==> src/rtl/neighbour_min_sqdiff_if.sv <==
// Window request, neighbour stream and result bundle for neighbour_min_sqdiff.
interface neighbour_min_sqdiff_if #(
    parameter int unsigned PIX_W = 8,
    parameter int unsigned NBR   = 8
);
    localparam int unsigned E_W   = 2 * PIX_W;
    localparam int unsigned IDX_W = $clog2(NBR);

    logic             start;
    logic [PIX_W-1:0] in_center;
    logic [E_W-1:0]   thresh;
    logic             tgt_valid;
    logic [PIX_W-1:0] in_target;
    logic             tgt_ready;
    logic             busy;
    logic             done;
    logic [E_W-1:0]   e_min;
    logic [IDX_W-1:0] e_idx;
    logic             corner;

    modport master (
        output start, in_center, thresh, tgt_valid, in_target,
        input  tgt_ready, busy, done, e_min, e_idx, corner
    );

    modport slave (
        input  start, in_center, thresh, tgt_valid, in_target,
        output tgt_ready, busy, done, e_min, e_idx, corner
    );
endinterface

==> src/rtl/neighbour_min_sqdiff.sv <==
// Minimum squared difference between a centre pixel and NBR neighbours,
// with arrival index of the minimum and a corner flag against a threshold.
module neighbour_min_sqdiff #(
    parameter int unsigned PIX_W = 8,
    parameter int unsigned NBR   = 8
) (
    input  logic                   clk,
    input  logic                   rst,
    neighbour_min_sqdiff_if.slave  bus
);
    localparam int unsigned E_W   = 2 * PIX_W;
    localparam int unsigned IDX_W = $clog2(NBR);
    localparam int unsigned CNT_W = IDX_W + 1;

    typedef enum logic [1:0] {IDLE = 2'd0, SCAN = 2'd1, FLUSH = 2'd2} state_t;

    state_t           state_q, state_d;
    logic             busy_q, busy_d;
    logic             ready_q, ready_d;

    logic [PIX_W-1:0] center_q;
    logic [E_W-1:0]   thresh_q;
    logic [CNT_W-1:0] cnt_q;

    logic             s1_valid_q;
    logic             s1_last_q;
    logic [E_W-1:0]   s1_sq_q;
    logic [IDX_W-1:0] s1_idx_q;

    logic [E_W-1:0]   min_q;
    logic [IDX_W-1:0] ridx_q;

    logic             done_q;
    logic [E_W-1:0]   e_min_q;
    logic [IDX_W-1:0] e_idx_q;
    logic             corner_q;

    logic             start_ok_c;
    logic             accept_c;
    logic             last_c;
    logic             fin_c;
    logic             upd_c;
    logic [PIX_W-1:0] diff_c;
    logic [E_W-1:0]   sq_c;
    logic [E_W-1:0]   min_nxt_c;
    logic [IDX_W-1:0] idx_nxt_c;

    // Handshake qualifiers; a start only counts when no window is running.
    always_comb begin
        start_ok_c = bus.start && (state_q == IDLE);
        accept_c   = bus.tgt_valid && ready_q;
        last_c     = (cnt_q == CNT_W'(NBR - 1));
        fin_c      = s1_valid_q && s1_last_q;
    end

    // Absolute difference and full-width square, never truncated.
    always_comb begin
        diff_c = (bus.in_target >= center_q) ? (bus.in_target - center_q)
                                             : (center_q - bus.in_target);
        sq_c   = E_W'(diff_c) * E_W'(diff_c);
    end

    // Strict-less compare so ties keep the earliest arrival.
    always_comb begin
        upd_c     = s1_valid_q && (s1_sq_q < min_q);
        min_nxt_c = upd_c ? s1_sq_q : min_q;
        idx_nxt_c = upd_c ? s1_idx_q : ridx_q;
    end

    // FSM state register.
    always_ff @(posedge clk or posedge rst) begin
        if (rst) begin
            state_q <= IDLE;
        end else begin
            state_q <= state_d;
        end
    end

    // FSM next-state logic.
    always_comb begin
        state_d = state_q;
        case (state_q)
            IDLE:    if (start_ok_c)         state_d = SCAN;
            SCAN:    if (accept_c && last_c) state_d = FLUSH;
            FLUSH:   if (fin_c)              state_d = IDLE;
            default:                         state_d = IDLE;
        endcase
    end

    // FSM outputs, computed from the next state so the flops track the state.
    always_comb begin
        busy_d  = (state_d != IDLE);
        ready_d = (state_d == SCAN);
    end

    // Registered status outputs.
    always_ff @(posedge clk or posedge rst) begin
        if (rst) begin
            busy_q  <= 1'b0;
            ready_q <= 1'b0;
        end else begin
            busy_q  <= busy_d;
            ready_q <= ready_d;
        end
    end

    // Window context, neighbour counter and running minimum (stage 2).
    always_ff @(posedge clk or posedge rst) begin
        if (rst) begin
            center_q <= '0;
            thresh_q <= '0;
            cnt_q    <= '0;
            min_q    <= '1;
            ridx_q   <= '0;
        end else if (start_ok_c) begin
            center_q <= bus.in_center;
            thresh_q <= bus.thresh;
            cnt_q    <= '0;
            min_q    <= '1;
            ridx_q   <= '0;
        end else begin
            if (accept_c) begin
                cnt_q <= cnt_q + CNT_W'(1);
            end
            if (s1_valid_q) begin
                min_q  <= min_nxt_c;
                ridx_q <= idx_nxt_c;
            end
        end
    end

    // Stage 1: capture the square and its arrival index.
    always_ff @(posedge clk or posedge rst) begin
        if (rst) begin
            s1_valid_q <= 1'b0;
            s1_last_q  <= 1'b0;
            s1_sq_q    <= '0;
            s1_idx_q   <= '0;
        end else begin
            s1_valid_q <= accept_c;
            if (accept_c) begin
                s1_last_q <= last_c;
                s1_sq_q   <= sq_c;
                s1_idx_q  <= cnt_q[IDX_W-1:0];
            end
        end
    end

    // Result registers: loaded with the final minimum, held until the next window ends.
    always_ff @(posedge clk or posedge rst) begin
        if (rst) begin
            done_q   <= 1'b0;
            e_min_q  <= '0;
            e_idx_q  <= '0;
            corner_q <= 1'b0;
        end else begin
            done_q <= fin_c;
            if (fin_c) begin
                e_min_q  <= min_nxt_c;
                e_idx_q  <= idx_nxt_c;
                corner_q <= (min_nxt_c > thresh_q);
            end
        end
    end

    assign bus.tgt_ready = ready_q;
    assign bus.busy      = busy_q;
    assign bus.done      = done_q;
    assign bus.e_min     = e_min_q;
    assign bus.e_idx     = e_idx_q;
    assign bus.corner    = corner_q;
endmodule
==> src/flat_wrapper.sv <==
// flat-port wrapper written by rule: the top's interface ports become plain ports
module neighbour_min_sqdiff_flat 
#(
    parameter int unsigned PIX_W = 8,
    parameter int unsigned NBR   = 8
)
  (clk, rst, bus_start, bus_in_center, bus_thresh, bus_tgt_valid, bus_in_target, bus_tgt_ready, bus_busy, bus_done, bus_e_min, bus_e_idx, bus_corner);
  neighbour_min_sqdiff_if #(.PIX_W(PIX_W), .NBR(NBR)) bus_i ();
  input  logic clk;
  input  logic rst;
  input wire logic [$bits(bus_i.start)-1:0] bus_start;
  input wire logic [$bits(bus_i.in_center)-1:0] bus_in_center;
  input wire logic [$bits(bus_i.thresh)-1:0] bus_thresh;
  input wire logic [$bits(bus_i.tgt_valid)-1:0] bus_tgt_valid;
  input wire logic [$bits(bus_i.in_target)-1:0] bus_in_target;
  output wire logic [$bits(bus_i.tgt_ready)-1:0] bus_tgt_ready;
  output wire logic [$bits(bus_i.busy)-1:0] bus_busy;
  output wire logic [$bits(bus_i.done)-1:0] bus_done;
  output wire logic [$bits(bus_i.e_min)-1:0] bus_e_min;
  output wire logic [$bits(bus_i.e_idx)-1:0] bus_e_idx;
  output wire logic [$bits(bus_i.corner)-1:0] bus_corner;
  assign bus_i.start = bus_start;
  assign bus_i.in_center = bus_in_center;
  assign bus_i.thresh = bus_thresh;
  assign bus_i.tgt_valid = bus_tgt_valid;
  assign bus_i.in_target = bus_in_target;
  assign bus_tgt_ready = bus_i.tgt_ready;
  assign bus_busy = bus_i.busy;
  assign bus_done = bus_i.done;
  assign bus_e_min = bus_i.e_min;
  assign bus_e_idx = bus_i.e_idx;
  assign bus_corner = bus_i.corner;
  neighbour_min_sqdiff #(.PIX_W(PIX_W), .NBR(NBR)) u_core (.clk(clk), .rst(rst), .bus(bus_i));
endmodule
==> config.mk <==
export PLATFORM = sky130hd
export DESIGN_NAME = neighbour_min_sqdiff_flat
export DESIGN_NICKNAME = d
export VERILOG_FILES = /design/src/rtl/neighbour_min_sqdiff_if.sv /design/src/rtl/neighbour_min_sqdiff.sv /design/src/flat_wrapper.sv
export SDC_FILE = /design/constraint.sdc
export NUM_CORES = 1
export LEC_CHECK = 0
export ABC_AREA = 1
export CAP_MARGIN = 40
export CELL_PAD_IN_SITES_DETAIL_PLACEMENT = 1
export CELL_PAD_IN_SITES_GLOBAL_PLACEMENT = 1
export CORE_ASPECT_RATIO = 0.7
export CORE_MARGIN = 4
export CORE_UTILIZATION = 35
export DETAILED_ROUTE_END_ITERATION = 12
export MAX_ROUTING_LAYER = met4
export PLACE_DENSITY_LB_ADDON = 0.25
export SYNTH_ARGS = -nofsm -noshare
export SYNTH_HDL_FRONTEND = slang
export SYNTH_SLANG_ARGS = --single-unit
==> constraint.sdc <==
create_clock -name clk -period 6.7 [get_ports clk]
set_input_delay 1.005 -clock clk [delete_from_list [all_inputs] [get_ports clk]]
set_output_delay 1.005 -clock clk [all_outputs]
set_load 0.05 [all_outputs]
==> impl_metrics.env, run 1 <==
export IMPL_status="finished, final reports clean"
export IMPL_min_from="u_core.cnt_q[3]"
export IMPL_boundaryPins=59
export IMPL_grt_pass1_wl_um=30400
export IMPL_drive_gt1_share_pct=7.95
export IMPL_critPathLaunchType="input pin"
export IMPL_hpwl_um=13500
export IMPL_crit_slowest_cell="fa_1"
export IMPL_vias=5583
export IMPL_htreeDepth=3
export IMPL_whs_endpoint="u_core.cnt_q[3]"
export IMPL_synth_top_cell_area_share_pct=28.1
export IMPL_maxCapViolations=0
export IMPL_layout_cells_most_common="nand2_1"
export IMPL_numCtsBuffers=9
export IMPL_slew_violations=0
export IMPL_synth_top_cell_by_area="dfrtp_1"
export IMPL_die_y_um=124
export IMPL_pwr_density_cell_nw_per_um2=245
export IMPL_synth_fp_nets=1007
export IMPL_synthDistinctLibCells=38
export IMPL_setup_tns_final_ns=0
export IMPL_clk_path_buf_depth=2
export IMPL_endpoint_kind="flop"
export IMPL_required_ns=6.93
export IMPL_cts_num_sinks=92
export IMPL_crit_type="input pin to flop"
export IMPL_cts_clk_slew_worst_paths_ns=0.07
export IMPL_postSynthCellCount=871
export IMPL_holdPathStages=1
export IMPL_placed_area_sq_um=7700
export IMPL_start_util_pct=35.8
export IMPL_timing_final_crit_period_ns=6.33
export IMPL_r2r_cells=24
export IMPL_route_detailed_drc=0
export IMPL_cts_root_buffer="clkbuf_16"
export IMPL_clock_latency_ns=0.35
export IMPL_cts_tree="done"
export IMPL_fin_worst_skew_ns=0.00888
export IMPL_crit_top_cell="fa_1"
export IMPL_met1Wirelength_um=9140
export IMPL_ys_seq_area_share_pct=34.3
export IMPL_cts_setup_buffers=0
export IMPL_drt_total_wl_um=17200
export IMPL_reg2reg_from="u_core.center_q[1]"
export IMPL_final_cell_mix="222 x nand2_1, 165 x inv_1, 76 x dfrtp_1"
export IMPL_fin_crit_sh_pct=94.5
export IMPL_row_count=42
export IMPL_portBuffers=58
export IMPL_via_per_inst=4.71
export IMPL_ys_ff_latch=92
export IMPL_syn_area_per_cell_sq_um=7.77
export IMPL_die_area_sq_um=21700
export IMPL_total_power_uw=1970
export IMPL_wl_per_cell_um=14.5
export IMPL_core_sq_um=18900
export IMPL_cp_max_fo=9
export IMPL_peakVddDrop_mv=0.141
export IMPL_worst_pin_slew_ns=0.822
export IMPL_top_layer_used="met4"
export IMPL_leakage_uw=0.00423
export IMPL_critPathMaxStageDelay_ns=0.54
export IMPL_antenna_found_initial=0
export IMPL_fin_nets=1074
export IMPL_grt_pass1_vias=6110
export IMPL_hold_path_class="flop to flop"
export IMPL_track_usage_pct=17.5
export IMPL_setup_violations=0
export IMPL_async_flop_share_pct=100
export IMPL_dr_wl_met2_um=7470
export IMPL_r2r_end="u_core.s1_sq_q[15]"
export IMPL_ff2ff_setup_slack_ns=1.15
export IMPL_synth_top_cells_by_area="dfrtp_1 28%, ha_1 14%, nand2_1 12%"
export IMPL_max_freq_mhz=158
export IMPL_area_growth_pct=18.9
export IMPL_synth_cell_area_sq_um=6770
export IMPL_first_pass_iters=4
export IMPL_hold_violations=0
export IMPL_synth_edf_count=0
export IMPL_met3_wirelength_um=497
export IMPL_relSlewSlack_pct=45.2
export IMPL_ant_nets=0
export IMPL_ys_warnings_count=0
export IMPL_drt_iter0_drc=199
export IMPL_design_area_sq_um=8040
export IMPL_rsz0062_at_grt="no"
export IMPL_arrival_ns=6.56
export IMPL_grt_overflow=0
export IMPL_yosys_most_used_dff="dfrtp_1"
export IMPL_fillers=2296
export IMPL_die_w_um=174
export IMPL_grt_max_degree=65
export IMPL_diodes=0
export IMPL_place_congestion=0.833
## cell usage after synthesis (2+ instances only)
master	n
nand3b_1	5
nor2_2	3
ha_1	73
a211oi_1	3
xnor2_1	8
buf_6	2
nor2_1	63
dfstp_2	16
xor2_1	5
a31oi_1	2
buf_2	2
clkbuf_1	15
inv_1	166
dfrtp_1	76
a21oi_1	27
nand4_1	7
buf_4	3
clkinv_1	2
o22ai_1	5
nand3_1	52
o21ai_0	61
o21bai_1	4
nand2_2	5
nand2_1	223
nor3_1	2
o21ai_1	3
fa_1	27
## state kept, by name, indices dropped and copies added, names as in the netlist
| name | flops |
|---|---|
| u_core.thresh_q | 16 |
| u_core.bus.done | 1 |
| u_core.state_q | 2 |
| u_core.min_q | 16 |
| u_core.bus.e_idx | 3 |
| u_core.cnt_q | 4 |
| u_core.bus.busy | 1 |
| u_core.bus.e_min | 16 |
| u_core.ridx_q | 3 |
| u_core.bus.corner | 1 |
| u_core.s1_last_q | 1 |
| u_core.bus.tgt_ready | 1 |
| u_core.s1_idx_q | 3 |
| u_core.s1_valid_q | 1 |
| u_core.center_q | 8 |
| u_core.s1_sq_q | 15 |
## final cells by class
cell class | count | area [sq um] | area share, %
clock inverter | 6 | 93.8 | 1.17
multi-input combinational | 589 | 3720 | 46.3
clock buffer | 10 | 229 | 2.85
sequential | 92 | 2320 | 28.9
inverter | 168 | 633 | 7.87
tap | 242 | 303 | 3.77
timing repair buffer | 78 | 738 | 9.18
## logic make-up (layout without fill, tap and decap cells)
group / after synthesis / count (layout) / synth area share, %
fa+ha+maj: 100 / 100 / 21.5
xor+xnor: 14 / 14 / 1.92
buf+inv: 190 / 262 / 11.0
compound gates: 111 / 111 / 8.88
simple gates: 364 / 364 / 22.4
flops: 92 / 92 / 34.3
## report_power, final
part	total [uW]	internal, uW	switching, uW
clock network	570	331	239
registers	555	555	0
logic	841	336	505
## how the worst max path moves through the flow
stage / slack, ns / end / depth (start not counted) / from
2_1_floorplan: 0.82 / u_core.s1_sq_q[11] / 27 / bus_in_target[0]
3_3_place_gp: 0.04 / u_core.s1_sq_q[15] / 27 / bus_in_target[0]
3_5_place_dp: -0.13 / u_core.s1_sq_q[11] / 28 / bus_in_target[0]
4_1_cts: 0.24 / u_core.s1_sq_q[11] / 28 / bus_in_target[0]
5_1_grt: 0.01 / u_core.s1_sq_q[15] / 27 / bus_in_target[0]
6_report: 0.37 / u_core.s1_sq_q[15] / 27 / bus_in_target[0]
## layer usage
layer	vias to the layer above	track usage [%]
li1	2844	-
met1	2674	25.4
met2	58	26.0
met3	7	3.31
met4	0	2.61
met5	-	-
## critical path, delay by kind of cell
kind | cells | cell delay, ns
adder cells (fa/ha/maj) | 7 | 2.97
AO/OA/AOI/OAI | 3 | 0.36
AND/OR/NAND/NOR | 11 | 1.15
buffers and inverters | 5 | 0.63
XOR/XNOR | 1 | 0.41
## timing repair
action                     4_1_cts  5_1_grt
hold buffers                     0        0
gates resized for setup          0       10
setup endpoints to repair        0        6
## stage by stage
| step | setup slack (ns) | hold WS (ns) | utilization, % | instances |
|---|---|---|---|---|
| 4_1_cts | 0.238 | 0.475 | 42.4 | 1185 |
| 5_1_grt | 0.0125 | 0.504 | 42.5 | 1185 |
| 2_1_floorplan | 0.824 | 0.434 | - | 871 |
| 3_5_place_dp | -0.134 | 0.466 | 40.7 | 1169 |
| 3_3_place_gp | 0.0351 | 0.462 | 40.6 | 1168 |
| 6_report | 0.370 | 0.471 | 42.5 | 1185 |
Note: power is estimated with default switching activity, not from simulation.
==> run 2: changes to the inputs <==
- SLEW_MARGIN: not set -> 20
==> impl_metrics.env, run 2 (synthesis results as in run 1) <==
export IMPL_relSlewSlack_pct=51.3
export IMPL_drive_gt1_share_pct=8.16
export IMPL_worst_slack_ns=0.376
export IMPL_fin_util_pct=42.6
export IMPL_diodes=0
export IMPL_grt_overflow=0
export IMPL_grt_max_degree=65
export IMPL_track_usage_pct=17.4
export IMPL_vias=5626
export IMPL_grt_pass1_vias=6067
export IMPL_clock_latency_ns=0.36
export IMPL_required_ns=6.94
export IMPL_holdPathStages=1
export IMPL_boundaryPins=59
export IMPL_route_detailed_drc=0
export IMPL_max_freq_mhz=158
export IMPL_r2r_cells=24
export IMPL_min_from="u_core.cnt_q[3]"
export IMPL_drt_total_wl_um=16900
export IMPL_reg2reg_from="u_core.center_q[1]"
export IMPL_die_area_sq_um=21700
export IMPL_fin_worst_skew_ns=0.00718
export IMPL_antenna_found_initial=0
export IMPL_leakage_uw=0.00424
export IMPL_die_y_um=124
export IMPL_cp_max_fo=9
export IMPL_hold_violations=0
export IMPL_preCtsSetupSlack_ns=-0.148
export IMPL_cts_clk_slew_worst_paths_ns=0.07
export IMPL_clk_path_buf_depth=2
export IMPL_wl_per_cell_um=14.3
export IMPL_first_pass_iters=4
export IMPL_maxCapViolations=0
export IMPL_hold_path_class="flop to flop"
export IMPL_layout_cells_most_common="nand2_1"
export IMPL_htreeDepth=3
export IMPL_pwr_density_cell_nw_per_um2=240
export IMPL_start_util_pct=35.8
export IMPL_slew_violations=0
export IMPL_hpwl_um=13400
export IMPL_drt_iter0_drc=209
export IMPL_die_w_um=174
export IMPL_row_count=42
export IMPL_grt_pass1_wl_um=30100
export IMPL_arrival_ns=6.57
export IMPL_cts_tree="done"
export IMPL_via_per_inst=4.74
export IMPL_critPathLaunchType="input pin"
export IMPL_timing_final_crit_period_ns=6.32
export IMPL_worst_pin_slew_ns=0.726
export IMPL_area_growth_pct=19.0
export IMPL_crit_type="input pin to flop"
export IMPL_ant_nets=0
export IMPL_peakVddDrop_mv=0.145
export IMPL_rsz0062_at_grt="yes"
export IMPL_cts_num_sinks=92
export IMPL_place_congestion=0.833
export IMPL_portBuffers=58
export IMPL_cts_root_buffer="clkbuf_16"
export IMPL_setup_tns_final_ns=0
export IMPL_setup_worst_path_start="bus_in_target[0]"
export IMPL_fin_crit_sh_pct=94.4
export IMPL_fin_nets=1075
export IMPL_setup_violations=0
export IMPL_numCtsBuffers=9
export IMPL_endpoint_kind="flop"
export IMPL_holdBufCountCts=0
export IMPL_core_sq_um=18900
export IMPL_final_cell_mix="222 x nand2_1, 165 x inv_1, 76 x dfrtp_1"
export IMPL_status="finished, final reports clean"
## run 2: power by group
| group | switching, uW | leakage (uW) | internal [uW] |
|---|---|---|---|
| clock | 235 | 0.000150 | 303 |
| combinational | 503 | 0.00308 | 339 |
| sequential | 0 | 0.00101 | 556 |
| total | 738 | 0.00424 | 1200 |
## run 2: through the flow
step	hold slack [ns]	std cells	cell area (sq um)	power, uW
after floorplan	0.434	871	6770	1140
after global placement	0.462	1168	7680	1380
after detailed placement	0.465	1169	7690	1400
after CTS	0.475	1185	8000	1950
after global routing	0.504	1186	8050	2110
final	0.475	1186	8050	1940
## run 2: worst paths after layout
kind                                       to  slack [ns]
hold reg to reg               u_core.cnt_q[3]        0.48
hold / removal                u_core.cnt_q[3]        0.48
max in group asynchronous    u_core.min_q[14]        4.79
setup / recovery           u_core.s1_sq_q[15]        0.38
min in group asynchronous  u_core.thresh_q[3]        0.99
setup reg to reg           u_core.s1_sq_q[15]        1.15
## run 2: area by class of cell
| class | instances | area [sq um] |
|---|---|---|
| multi-input cells | 589 | 3720 |
| fillers | 2325 | 10900 |
| inverters | 168 | 633 |
| repair buffers | 79 | 762 |
| clock buffers | 10 | 239 |
| well taps | 242 | 303 |
| clock inverters | 6 | 68.8 |
| flip-flops and latches | 92 | 2320 |
## run 2: what timing repair did
action | in CTS | in global routing
gates resized for setup | 0 | 11
buffers inserted | 0 | 0
setup endpoints to repair | 0 | 6
## run 2: metal layers
layer | track usage, % | vias to the layer above | part of all wire (%)
li1 | - | 2854 | -
met1 | 25.5 | 2692 | 53
met2 | 25.1 | 70 | 43
met3 | 3.64 | 10 | 3.4
met4 | 2.93 | 0 | 0.79
met5 | - | - | 0
## run 2: critical path, stage by stage
cell	delay, ns
clkdlybuf4s50_1	0.42
inv_1	0.06
ha_1	0.13
inv_1	0.06
fa_1	0.39
nand3_1	0.09
nand3_1	0.10
nand2_1	0.14
nand3_4	0.14
nand2_2	0.09
o21ai_2	0.06
xnor2_2	0.43
nor2_1	0.11
fa_1	0.51
fa_1	0.52
fa_1	0.54
inv_1	0.05
fa_1	0.52
inv_1	0.04
ha_1	0.36
nand2_1	0.14
o21ai_0	0.11
nand2_1	0.08
nand4_1	0.12
o21bai_1	0.19
nand3_1	0.07
nand2_1	0.07
==> run 3: changes to the inputs <==
- CORE_UTILIZATION: 35 -> 44
- clock period: 6.7 -> 6.4 ns (I/O delays scaled with it)
==> impl_metrics.env, run 3 (synthesis results as in run 1) <==
export IMPL_area_growth_pct=23.6
export IMPL_track_usage_pct=22.5
export IMPL_cts_root_buffer="clkbuf_16"
export IMPL_via_per_inst=5.06
export IMPL_holdBufCountCts=0
export IMPL_dp_cells=1149
export IMPL_max_freq_mhz=161
export IMPL_core_sq_um=14900
export IMPL_maxCapViolations=0
export IMPL_drt_total_wl_um=18700
export IMPL_grt_pass1_wl_um=30900
export IMPL_clk_path_buf_depth=2
export IMPL_total_power_uw=2290
export IMPL_crit_top_cell="nand2_1"
export IMPL_die_y_um=112
export IMPL_place_congestion=0.909
export IMPL_start_util_pct=45.5
export IMPL_endpoint_kind="flop"
export IMPL_cts_num_sinks=92
export IMPL_layout_cells_most_common="nand2_1"
export IMPL_whs_ns=0.467
export IMPL_hold_violations=0
export IMPL_cts_clk_slew_worst_paths_ns=0.06
export IMPL_fin_crit_sh_pct=96.9
export IMPL_timing_final_crit_period_ns=6.20
export IMPL_critPathMaxStageDelay_ns=0.55
export IMPL_fin_worst_skew_ns=0.00779
export IMPL_slew_violations=0
export IMPL_drt_iter0_drc=312
export IMPL_critPathLaunchType="input pin"
export IMPL_final_cells=1169
export IMPL_first_pass_iters=4
export IMPL_fin_nets=1105
export IMPL_numCtsBuffers=9
export IMPL_crit_slowest_cell="fa_1"
export IMPL_grt_max_degree=53
export IMPL_peakVddDrop_mv=0.259
export IMPL_die_w_um=156
export IMPL_wl_per_cell_um=16.0
export IMPL_htreeDepth=3
export IMPL_boundaryPins=59
export IMPL_antenna_found_initial=0
export IMPL_arrival_ns=6.41
export IMPL_hpwl_um=14300
export IMPL_pwr_density_cell_nw_per_um2=273
export IMPL_status="finished, final reports clean"
export IMPL_cts_tree="done"
export IMPL_grt_pass1_vias=6378
export IMPL_clock_latency_ns=0.35
export IMPL_row_count=37
export IMPL_portBuffers=58
export IMPL_fillers=1838
export IMPL_drive_gt1_share_pct=13.0
export IMPL_vias=5918
export IMPL_die_area_sq_um=17500
export IMPL_final_cell_mix="217 x nand2_1, 165 x inv_1, 76 x dfrtp_1"
export IMPL_setup_violations=0
export IMPL_relSlewSlack_pct=55.4
export IMPL_rsz0062_at_grt="yes"
export IMPL_diodes=0
export IMPL_cp_max_fo=5
export IMPL_leakage_uw=0.00443
export IMPL_route_detailed_drc=0
export IMPL_required_ns=6.61
export IMPL_hold_path_class="flop to flop"
export IMPL_crit_type="input pin to flop"
export IMPL_ant_nets=0
export IMPL_worst_pin_slew_ns=0.664
export IMPL_grt_overflow=0
==> run 3: cell count changes in the layout (fill, tap and decap cells not counted), moves of 3 or more <==
cell     delta
buf_4      +28
nor2_1      -3
nand2_1     -5
nand2_2     +4
ha_1        -3
a21oi_2     +3
a21oi_1     -3
==> run 3: through the flow <==
step                TNS (ns)  instance area (sq um)  setup WS (ns)  util (%)
floorplan                  0                   6770          0.569         -
global placement     -0.0145                   7830        -0.0145      52.7
detailed placement     -1.58                   7840         -0.339      52.8
CTS                        0                   8180         0.0714      55.0
global route          -0.241                   8360        -0.0749      56.3
finish                     0                   8360          0.197      56.3
==> run 3: area by class of cell <==
| cell class | instances | area [sq um] | area share [%] |
|---|---|---|---|
| clock buffers | 10 | 239 | 2.86 |
| clock inverters | 6 | 93.8 | 1.12 |
| inverters | 168 | 632 | 7.56 |
| repair buffers | 108 | 980 | 11.7 |
| multi-input cells | 590 | 3850 | 46.0 |
| flip-flops and latches | 92 | 2320 | 27.8 |
| well taps | 195 | 244 | 2.92 |
==> run 3: repair_timing <==
action,4_1_cts,5_1_grt
cloned,0,1
endpoints found under the setup margin,1,7
gates resized for setup,1,37
setup buffers,0,2
pin swaps,0,6
==> run 3: power by group <==
| group | switching [uW] | internal [uW] | total (uW) |
|---|---|---|---|
| combinational | 634 | 474 | 1110 |
| sequential | 0 | 582 | 582 |
| clock | 239 | 357 | 596 |
| total | 873 | 1410 | 2290 |
==> run 3: worst paths after layout <==
check	end	slack, ns	cells past startpoint	from
max in group asynchronous	u_core.s1_last_q	4.75	3	rst
min in group asynchronous	u_core.thresh_q[3]	0.79	2	rst
worst min-delay path	u_core.cnt_q[3]	0.47	1	u_core.cnt_q[3]
worst max register to register	u_core.s1_sq_q[14]	0.94	30	u_core.center_q[1]
worst max-delay path	u_core.s1_sq_q[14]	0.20	33	bus_in_target[0]
worst min register to register	u_core.cnt_q[3]	0.47	1	u_core.cnt_q[3]
==> run 3: routing by layer <==
layer  share of wire, %  GRT usage [%]
met5                  0              -
met4               0.86           3.47
met3                4.1           4.58
met2                 47           35.6
met1                 48           30.6
==> run 3: critical path: cells and delay by family <==
kind | cells | cell delay (ns)
compound gates | 2 | 0.25
xor+xnor | 1 | 0.21
fa+ha+maj | 6 | 2.44
buf+inv | 7 | 0.93
simple gates | 17 | 1.60
